[src/rtl/lzc_norm_pipe.sv]
// Pipelined leading-zero count and normalise: log barrel shifter split into STAGES register groups with valid/ready flow.
// Optional exponent adjustment (exp_in - distance, underflow flag) is enabled by defining LZC_NORM_EXP_ADJUST_EN.
module lzc_norm_pipe #(
  parameter int WIDTH  = 24,
  parameter int WIDTHR = 5,
  parameter int STAGES = 2,
  parameter int TAG_W  = 4
`ifdef LZC_NORM_EXP_ADJUST_EN
  ,
  parameter int EXP_W  = 8
`endif
) (
  input  logic               clock,
  input  logic               reset_n,
  input  logic               in_valid,
  output logic               in_ready,
  input  logic [WIDTH-1:0]   data,
  input  logic [TAG_W-1:0]   in_tag,
  output logic               out_valid,
  input  logic               out_ready,
  output logic [WIDTH-1:0]   result,
  output logic [WIDTHR-1:0]  distance,
  output logic               zero,
  output logic [TAG_W-1:0]   out_tag
`ifdef LZC_NORM_EXP_ADJUST_EN
  ,
  input  logic [EXP_W-1:0]   exp_in,
  output logic [EXP_W-1:0]   exp_out,
  output logic               underflow
`endif
);

  generate
    if (2 ** WIDTHR <= WIDTH) begin : gBadWidthr
      $error("lzc_norm_pipe: 2**WIDTHR must exceed WIDTH");
    end
    if (STAGES < 1 || STAGES > WIDTHR) begin : gBadStages
      $error("lzc_norm_pipe: STAGES must lie in 1..WIDTHR");
    end
  endgenerate

  // First shifter level of group g; earlier groups absorb any remainder.
  function automatic int groupStart(input int g);
    int s;
    s = 0;
    for (int i = 0; i < g; i++) s += (WIDTHR - s + STAGES - i - 1) / (STAGES - i);
    return s;
  endfunction

  logic [STAGES-1:0] stageValid;
  logic [STAGES-1:0] stageZero;
  logic [WIDTH-1:0]  stageVal  [STAGES];
  logic [WIDTHR-1:0] stageDist [STAGES];
  logic [TAG_W-1:0]  stageTag  [STAGES];

  logic [STAGES-1:0] en;
  logic [STAGES-1:0] upValid;
  logic [STAGES-1:0] upZero;
  logic [TAG_W-1:0]  upTag    [STAGES];
  logic [WIDTH-1:0]  nextVal  [STAGES];
  logic [WIDTHR-1:0] nextDist [STAGES];
  logic [WIDTHR-1:0] finalDist;

  always_comb begin
    en = '0;
    en[STAGES-1] = ~stageValid[STAGES-1] | out_ready;
    for (int g = STAGES - 2; g >= 0; g--) en[g] = ~stageValid[g] | en[g+1];
  end

  assign in_ready = en[0];

  always_comb begin
    upValid  = '0;
    upZero   = '0;
    upValid[0] = in_valid;
    upZero[0]  = (data == '0);
    upTag[0]   = in_tag;
    for (int g = 1; g < STAGES; g++) begin
      upValid[g] = stageValid[g-1];
      upZero[g]  = stageZero[g-1];
      upTag[g]   = stageTag[g-1];
    end
  end

  // Each group continues from the previous group's register.
  always_comb begin : datapath
    logic [WIDTH-1:0]  cur;
    logic [WIDTHR-1:0] curDist;
    int amt;
    cur = data;
    curDist = '0;
    amt = 0;
    for (int g = 0; g < STAGES; g++) begin
      for (int k = groupStart(g); k < groupStart(g + 1); k++) begin
        amt = 1 << (WIDTHR - 1 - k);
        if ((amt >= WIDTH) ? (cur == '0) : ((cur >> (WIDTH - amt)) == '0)) begin
          cur = cur << amt;
          curDist = curDist | WIDTHR'(amt);
        end
      end
      nextVal[g]  = cur;
      nextDist[g] = curDist;
      cur = stageVal[g];
      curDist = stageDist[g];
    end
  end

  // An all-zero word would otherwise report the saturated barrel count.
  assign finalDist = upZero[STAGES-1] ? WIDTHR'(WIDTH) : nextDist[STAGES-1];

`ifdef LZC_NORM_EXP_ADJUST_EN
  logic [EXP_W-1:0] stageExp [STAGES];
  logic [EXP_W-1:0] upExp    [STAGES];
  logic [EXP_W-1:0] adjExp;
  logic             adjUnder;
  logic             underflowReg;

  always_comb begin
    upExp[0] = exp_in;
    for (int g = 1; g < STAGES; g++) upExp[g] = stageExp[g-1];
  end

  assign adjUnder = upZero[STAGES-1] | (int'(finalDist) > int'(upExp[STAGES-1]));
  assign adjExp   = adjUnder ? '0 : upExp[STAGES-1] - EXP_W'(finalDist);
  assign exp_out   = stageExp[STAGES-1];
  assign underflow = underflowReg;
`endif

  always_ff @(posedge clock or negedge reset_n) begin
    if (!reset_n) begin
      stageValid <= '0;
      stageZero  <= '0;
      for (int g = 0; g < STAGES; g++) begin
        stageVal[g]  <= '0;
        stageDist[g] <= '0;
        stageTag[g]  <= '0;
`ifdef LZC_NORM_EXP_ADJUST_EN
        stageExp[g]  <= '0;
`endif
      end
`ifdef LZC_NORM_EXP_ADJUST_EN
      underflowReg <= 1'b0;
`endif
    end else begin
      for (int g = 0; g < STAGES; g++) begin
        if (en[g]) begin
          stageValid[g] <= upValid[g];
          stageZero[g]  <= upZero[g];
          stageVal[g]   <= nextVal[g];
          stageTag[g]   <= upTag[g];
          stageDist[g]  <= (g == STAGES - 1) ? finalDist : nextDist[g];
`ifdef LZC_NORM_EXP_ADJUST_EN
          stageExp[g]   <= (g == STAGES - 1) ? adjExp : upExp[g];
`endif
        end
      end
`ifdef LZC_NORM_EXP_ADJUST_EN
      if (en[STAGES-1]) underflowReg <= adjUnder;
`endif
    end
  end

  assign out_valid = stageValid[STAGES-1];
  assign result    = stageVal[STAGES-1];
  assign distance  = stageDist[STAGES-1];
  assign zero      = stageZero[STAGES-1];
  assign out_tag   = stageTag[STAGES-1];

endmodule

[config.mk]
export PLATFORM = sky130hd
export DESIGN_NAME = lzc_norm_pipe
export DESIGN_NICKNAME = d
export VERILOG_FILES = /design/src/rtl/lzc_norm_pipe.sv
export SDC_FILE = /design/constraint.sdc
export NUM_CORES = 1
export LEC_CHECK = 0
export CELL_PAD_IN_SITES_DETAIL_PLACEMENT = 0
export CELL_PAD_IN_SITES_GLOBAL_PLACEMENT = 2
export CORE_ASPECT_RATIO = 0.5
export CORE_MARGIN = 5
export CORE_UTILIZATION = 35
export CTS_CLUSTER_SIZE = 20
export DETAILED_ROUTE_END_ITERATION = 16
export GPL_ROUTABILITY_DRIVEN = 0
export PLACE_DENSITY = 0.85
export SLEW_MARGIN = 40
export SYNTH_ARGS = -nofsm -noshare
export SYNTH_HDL_FRONTEND = slang
export SYNTH_SLANG_ARGS = --single-unit
[constraint.sdc]
create_clock -name clock -period 2.95 [get_ports clock]
set_input_delay 0.59 -clock clock [delete_from_list [all_inputs] [get_ports clock]]
set_output_delay 0.59 -clock clock [all_outputs]
set_load 0.02 [all_outputs]
==> results of run 1 <==
[per-layer routing]
metal | wire (µm) | vias up | part of all wire (%)
met5 | 0 | - | 0
met4 | 114 | 0 | 1.0
met3 | 724 | 9 | 6.3
met2 | 4510 | 111 | 40
met1 | 6070 | 1627 | 53
li1 | - | 1632 | -
[layout make-up]
cell class	count	area [µm²]	area share [%]
clock buffer	12	246	4.88
inverter	3	11.3	0.223
multi-input combinational	302	1950	38.5
sequential	68	1700	33.7
tap	145	181	3.59
timing repair buffer	104	968	19.2
[path summary, 6_finish.rpt]
| path | end | slack, ns | depth (start not counted) |
|---|---|---|---|
| hold reg to reg | stageValid[1]$_DFFE_PN0P_ | 0.46 | 1 |
| setup / recovery | in_ready | 0.26 | 5 |
| min in group clock | stageValid[1]$_DFFE_PN0P_ | 0.46 | 1 |
| setup reg to reg | stageVal[44]$_DFFE_PN0P_ | 1.06 | 6 |
| max in group asynchronous | result[10]$_DFFE_PN0P_ | 1.95 | 2 |
| hold / removal | stageValid[0]$_DFFE_PN0P_ | 0.24 | 1 |
[placed cells by master (no fill, tap or decap), types with 3 or more instances in the layout]
| master | synthesis | routed |
|---|---|---|
| a22o_1 | 5 | 5 |
| a31oi_1 | 3 | 3 |
| nand2b_1 | 4 | 3 |
| a211oi_1 | 5 | 5 |
| a21boi_0 | 4 | 4 |
| o21ai_1 | 7 | 7 |
| a221oi_1 | 4 | 4 |
| o21ai_0 | 22 | 22 |
| dfrtp_1 | 68 | 68 |
| nand2_1 | 62 | 62 |
| a22oi_1 | 4 | 4 |
| buf_4 | 31 | 35 |
| and3_1 | 9 | 9 |
| nor2_1 | 38 | 38 |
| clkbuf_16 | 0 | 9 |
| o21ai_2 | 3 | 3 |
| mux2_2 | 16 | 16 |
| or4_4 | 4 | 4 |
| o32a_1 | 4 | 4 |
| a32oi_1 | 4 | 4 |
| o211ai_1 | 3 | 3 |
| nor2b_1 | 4 | 4 |
| clkdlybuf4s50_1 | 0 | 66 |
| mux2i_1 | 25 | 25 |
| a21oi_1 | 35 | 35 |
| a21o_1 | 5 | 5 |
[cell families (layout without fill, tap and decap cells)]
group | Yosys count | in the layout | synth area share, %
buffers and inverters | 57 | 119 | 8.97
DFF | 68 | 68 | 42.5
and+or+nand+nor | 141 | 141 | 17.7
muxes | 41 | 41 | 10.7
AOI/OAI and AO/OA | 120 | 120 | 20.1
[power by group through the flow]
stage / logic (µW) / registers (µW) / clock network (µW)
2_1_floorplan: 543 / 1150 / 0
3_3_place_gp: 784 / 1180 / 0
3_5_place_dp: 787 / 1190 / 0
4_1_cts: 792 / 1170 / 951
5_1_grt: 849 / 1190 / 995
6_report: 784 / 1170 / 930
[registers in the layout (all words and copies together) (netlist names)]
name / flops
stageZero: 2
stageVal: 24
out_tag: 4
stageDist: 3
distance: 5
result: 24
stageTag: 4
stageValid: 2
[stage by stage]
stage | hold slack [ns] | area, µm²
after floorplan | 0.294 | 4010
after global placement | 0.443 | 4810
after detailed placement | 0.447 | 4810
after CTS | 0.254 | 5060
after global routing | 0.279 | 5060
final | 0.239 | 5060
[worst max-delay path, delay by kind of cell]
| family | cells | cell delay (ns) |
|---|---|---|
| AND/OR/NAND/NOR | 2 | 0.39 |
| buffers and inverters | 3 | 1.11 |
==> run metrics, run 1 <==
status complete, no violations; path type of the worst setup path input pin to output pin; H-tree levels 3; post-route DRC violation count 0; Overall Power 2880 µW; initial DRC count 253; period utilization 91.1%; IO buf count 67; Fill cells 1,096; CTS tree done; Critical path origin out_ready; Placed Cells 622; Clock Skew 0.00693 ns; Seq/Total Area, Yosys 42.5%; Seq pwr share 40.5%; final count of pins violating max slew 0; crit path max fanout 2; fraction of registers with async set/reset 100%; post-cts resize count 0; Worst setup EP type output pin; HPWL after DPL 8450 µm; Yosys warning total 0; final worst slack 0.263 ns; Comb power frac 27.2%; #FFs+latches synth 68; WP data arrival 2.10 ns; GRT Total Usage 17.1%; met3 GRT Util 4.66%; internal power 2020 µW; Max Cap Violations 0; starting density of the core 36.1%; Area growth, synth to finish 26.2%; Crit Reg-Reg Startpoint stageValid[1]$_DFFE_PN0P_; Post-CTS Setup Bufs 0; Sw Share 30.1%; CP Cell Sequence clkdlybuf4s50_1 -> nor2b_1 -> and2_1 -> clkinv_1 -> clkdlybuf4s50_1; DR vias 3,379; drt wl/cell 18.0 µm; CTS Buffer Depth 2; RSZ-0062 raised after global routing false; CTS buffer count 9; ANT nets after route 0; Mapped Area 4010 µm²; Post-synth top cells 68 x dfrtp_1, 62 x nand2_1, 38 x nor2_1; DIE AREA 13,800 µm²; DIE HEIGHT 85.6 µm; final-report setup violation count 0; ranking of synthesized cells by area dfrtp_1 42%, mux2i_1 6.2%, buf_4 5.8%, nand2_1 5.8%, mux2_2 4.5%; Die W 161 µm; hold buffer count at cts 0; first-pass GRT wire length 18,300 µm; area of the core 11,100 µm²; # IOs 68; most used routing layer met1; fmax 372 MHz; clock network fraction of total power 32.3%; Tightest Hold Check Type input pin to async pin; leakage power 0.00216 µW; share of the synthesized area in the top cell type 42.5%; P_sw 868 µW; number of synthesized flops with an enable pin 0; share of cells above drive strength 1 17.2%; Startpoint Class input pin; Slew HR 63.8%; maximum number of pins on one net before global-route repair 33; routed wire length 11,400 µm; Layout Cells excl Fill 634; biggest area consumer among synthesized cells dfrtp_1; ANT cells 0; Net count, final 520; CTS Sinks 68; CTS clk-pin slew, worst paths 0.05 ns; final core occ 45.6%; DP Worst Slack 0.119 ns; ys flop type dfrtp_1; Root Buffer clkbuf_16; Final min period 2.69 ns; initial antenna violation count 0; Synth cell types 53; vias in the first global route 3,342; met1 usage 25.9%; post-synthesis cell count 427; worst slew pin tran 0.543 ns; TNS Setup 0 ns; vias per std cell 5.33; total power divided by cell area 570 nW/µm²; CP max stage cell clkdlybuf4s50_1; Final Hold Viols 0; most used cell, CP clkdlybuf4s50_1; Avg Inst Size Synth 9.38 µm²; row cnt 27; routing usage on met2 23.8%; top-count cell post-synth dfrtp_1; syn nets 459; Critical Path RT 2.36 ns; total gr overflow 0; Max VDD drop 0.199 mV; number of detailed-route iterations in the first pass 5; clock latency on the worst-skew pair 0.33 ns; CP peak stage delay 0.58 ns
(Power assumes the default switching activity.)
==> run 2: changes to the inputs <==
Settings changed: CORE_MARGIN 5 to default, SLEW_MARGIN 40 to default.
==> run metrics, run 2 (synthesis gave the netlist of run 1 again) <==
status complete, no violations (unchanged); most used routing layer met1 (unchanged); Critical Path RT 2.36 ns (about the same); GRT Total Usage 19.8% (was 17.1%); Clock Skew 0.00529 ns (was 0.00693 ns); CTS tree done (unchanged); period utilization 91.4% (was 91.1%); commonest cells after routing, fill and taps aside 68 x dfrtp_1, 66 x clkdlybuf4s50_1, 62 x nand2_1 (unchanged); post-route DRC violation count 0 (unchanged); hold buffer count at cts 0 (unchanged); ANT nets after route 0 (unchanged); placed instance area 4830 µm² (was 4810 µm²); path type of the worst setup path input pin to output pin (unchanged); final-report setup violation count 0 (unchanged); number of detailed-route iterations in the first pass 5 (unchanged); most used cell, CP clkdlybuf4s50_1 (unchanged); initial DRC count 227 (was 253); Max Cap Violations 0 (unchanged); crit path max fanout 2 (unchanged); vias in the first global route 3,123 (was 3,342); starting density of the core 36.1% (unchanged); H-tree levels 3 (unchanged); Area growth, synth to finish 28.3% (was 26.2%); Max VDD drop 0.249 mV (was 0.199 mV); leakage power 0.00221 µW (was 0.00216 µW); Final Hold Viols 0 (unchanged); buffer and inverter count on the worst path 3 (unchanged); CP peak stage delay 0.57 ns (was 0.58 ns); clock latency on the worst-skew pair 0.33 ns (about the same); DIE AREA 11,900 µm² (was 13,800 µm²); HPWL after DPL 8090 µm (was 8450 µm); WP data arrival 2.11 ns (was 2.10 ns); CP Cell Sequence clkdlybuf4s50_1 -> nor2b_1 -> and2_1 -> clkinv_1 -> clkdlybuf4s50_1 (unchanged); IO buf count 67 (unchanged); share of cells above drive strength 1 18.6% (was 17.2%); DIE HEIGHT 77.6 µm (was 85.6 µm); Post-CTS Setup Bufs 0 (unchanged); Placed Cells 625 (was 622); final instance area 5140 µm² (was 5060 µm²); Slew HR 60.6% (was 63.8%); TNS Setup 0 ns (unchanged); met1 usage 31.1% (was 25.9%); final count of pins violating max slew 0 (unchanged); Layout Cells excl Fill 640 (was 634); routed wire length 11,100 µm (was 11,400 µm); initial antenna violation count 0 (unchanged); final worst slack 0.255 ns (was 0.263 ns); Fill cells 1,085 (was 1,096); area of the core 11,100 µm² (unchanged); Tightest Hold Check Type input pin to async pin (unchanged); most common cell after layout, fill and taps aside dfrtp_1 (unchanged); post-cts resize count 0 (unchanged); routing usage on met2 26.8% (was 23.8%); ANT cells 0 (unchanged); worst slew pin tran 0.590 ns (was 0.543 ns); DP Worst Slack 0.0928 ns (was 0.119 ns); total gr overflow 0 (unchanged); final core occ 46.4% (was 45.6%); Final min period 2.70 ns (was 2.69 ns); met3 GRT Util 3.58% (was 4.66%); first-pass GRT wire length 17,800 µm (was 18,300 µm); total power divided by cell area 589 nW/µm² (was 570 nW/µm²); # IOs 68 (unchanged); fmax 371 MHz (was 372 MHz); CP max stage cell clkdlybuf4s50_1 (unchanged); cell family with most CP delay buffers and inverters (unchanged); Die W 153 µm (was 161 µm); Root Buffer clkbuf_16 (unchanged); row cnt 27 (unchanged); drt wl/cell 17.3 µm (was 18.0 µm); Worst setup EP type output pin (unchanged); Startpoint Class input pin (unchanged); CTS Sinks 68 (unchanged); vias per std cell 5.26 (was 5.33); CTS buffer count 9 (unchanged); DR vias 3,364 (was 3,379); Reg area 1700 µm² (unchanged); Multi-input gate area 1950 µm² (unchanged); maximum number of pins on one net before global-route repair 61 (was 33); CTS Buffer Depth 2 (unchanged); Net count, final 523 (was 520); RSZ-0062 raised after global routing false (unchanged); CTS clk-pin slew, worst paths 0.05 ns (about the same)
run 2: layout make-up:
class,instances,share of cell area (%)
multi-input cells,302,37.9
repair buffers,107,19.3
well taps,145,3.53
clock buffers,15,5.99
inverters,3,0.219
flip-flops and latches,68,33.1
run 2: power by group:
| group | switching [µW] | internal (µW) | total, µW | leakage (µW) |
|---|---|---|---|---|
| Clock | 370 | 702 | 1070 | 0.000154 |
| Sequential | 103 | 1060 | 1170 | 0.000805 |
| Combinational | 408 | 383 | 790 | 0.00125 |
run 2: routing by layer:
layer  share of wire [%]  routed length (µm)
met5                   0                   0
met4                0.69                  76
met3                 4.8                 531
met2                  41                4550
met1                  54                5940
run 2: stage by stage:
step           hold slack (ns)  power (µW)
5_1_grt                  0.116        3170
2_1_floorplan            0.294        1690
6_report                 0.116        3030
3_5_place_dp             0.455        1980
4_1_cts                  0.111        3060
3_3_place_gp             0.444        1970
run 2: worst register-to-register path, stage by stage (launching register included):
cell       delay, ns
dfrtp_1         0.39
nor2b_1         0.15
and2_1          0.22
buf_4           0.28
a211oi_1        0.28
o21ai_0         0.15
buf_4           0.17
a2bb2oi_2       0.12
run 2: final timing paths:
check,start,endpoint,slack [ns],cells past startpoint
worst max-delay path,out_ready,in_ready,0.25,5
min in group clock,out_tag[1]$_DFFE_PN0P_,out_tag[1]$_DFFE_PN0P_,0.46,2
worst min register to register,out_tag[1]$_DFFE_PN0P_,out_tag[1]$_DFFE_PN0P_,0.46,2
max in group asynchronous,reset_n,result[13]$_DFFE_PN0P_,2.23,2
worst min-delay path,reset_n,stageTag[5]$_DFFE_PN0P_,0.12,1
worst max register to register,stageValid[1]$_DFFE_PN0P_,stageVal[47]$_DFFE_PN0P_,1.07,7
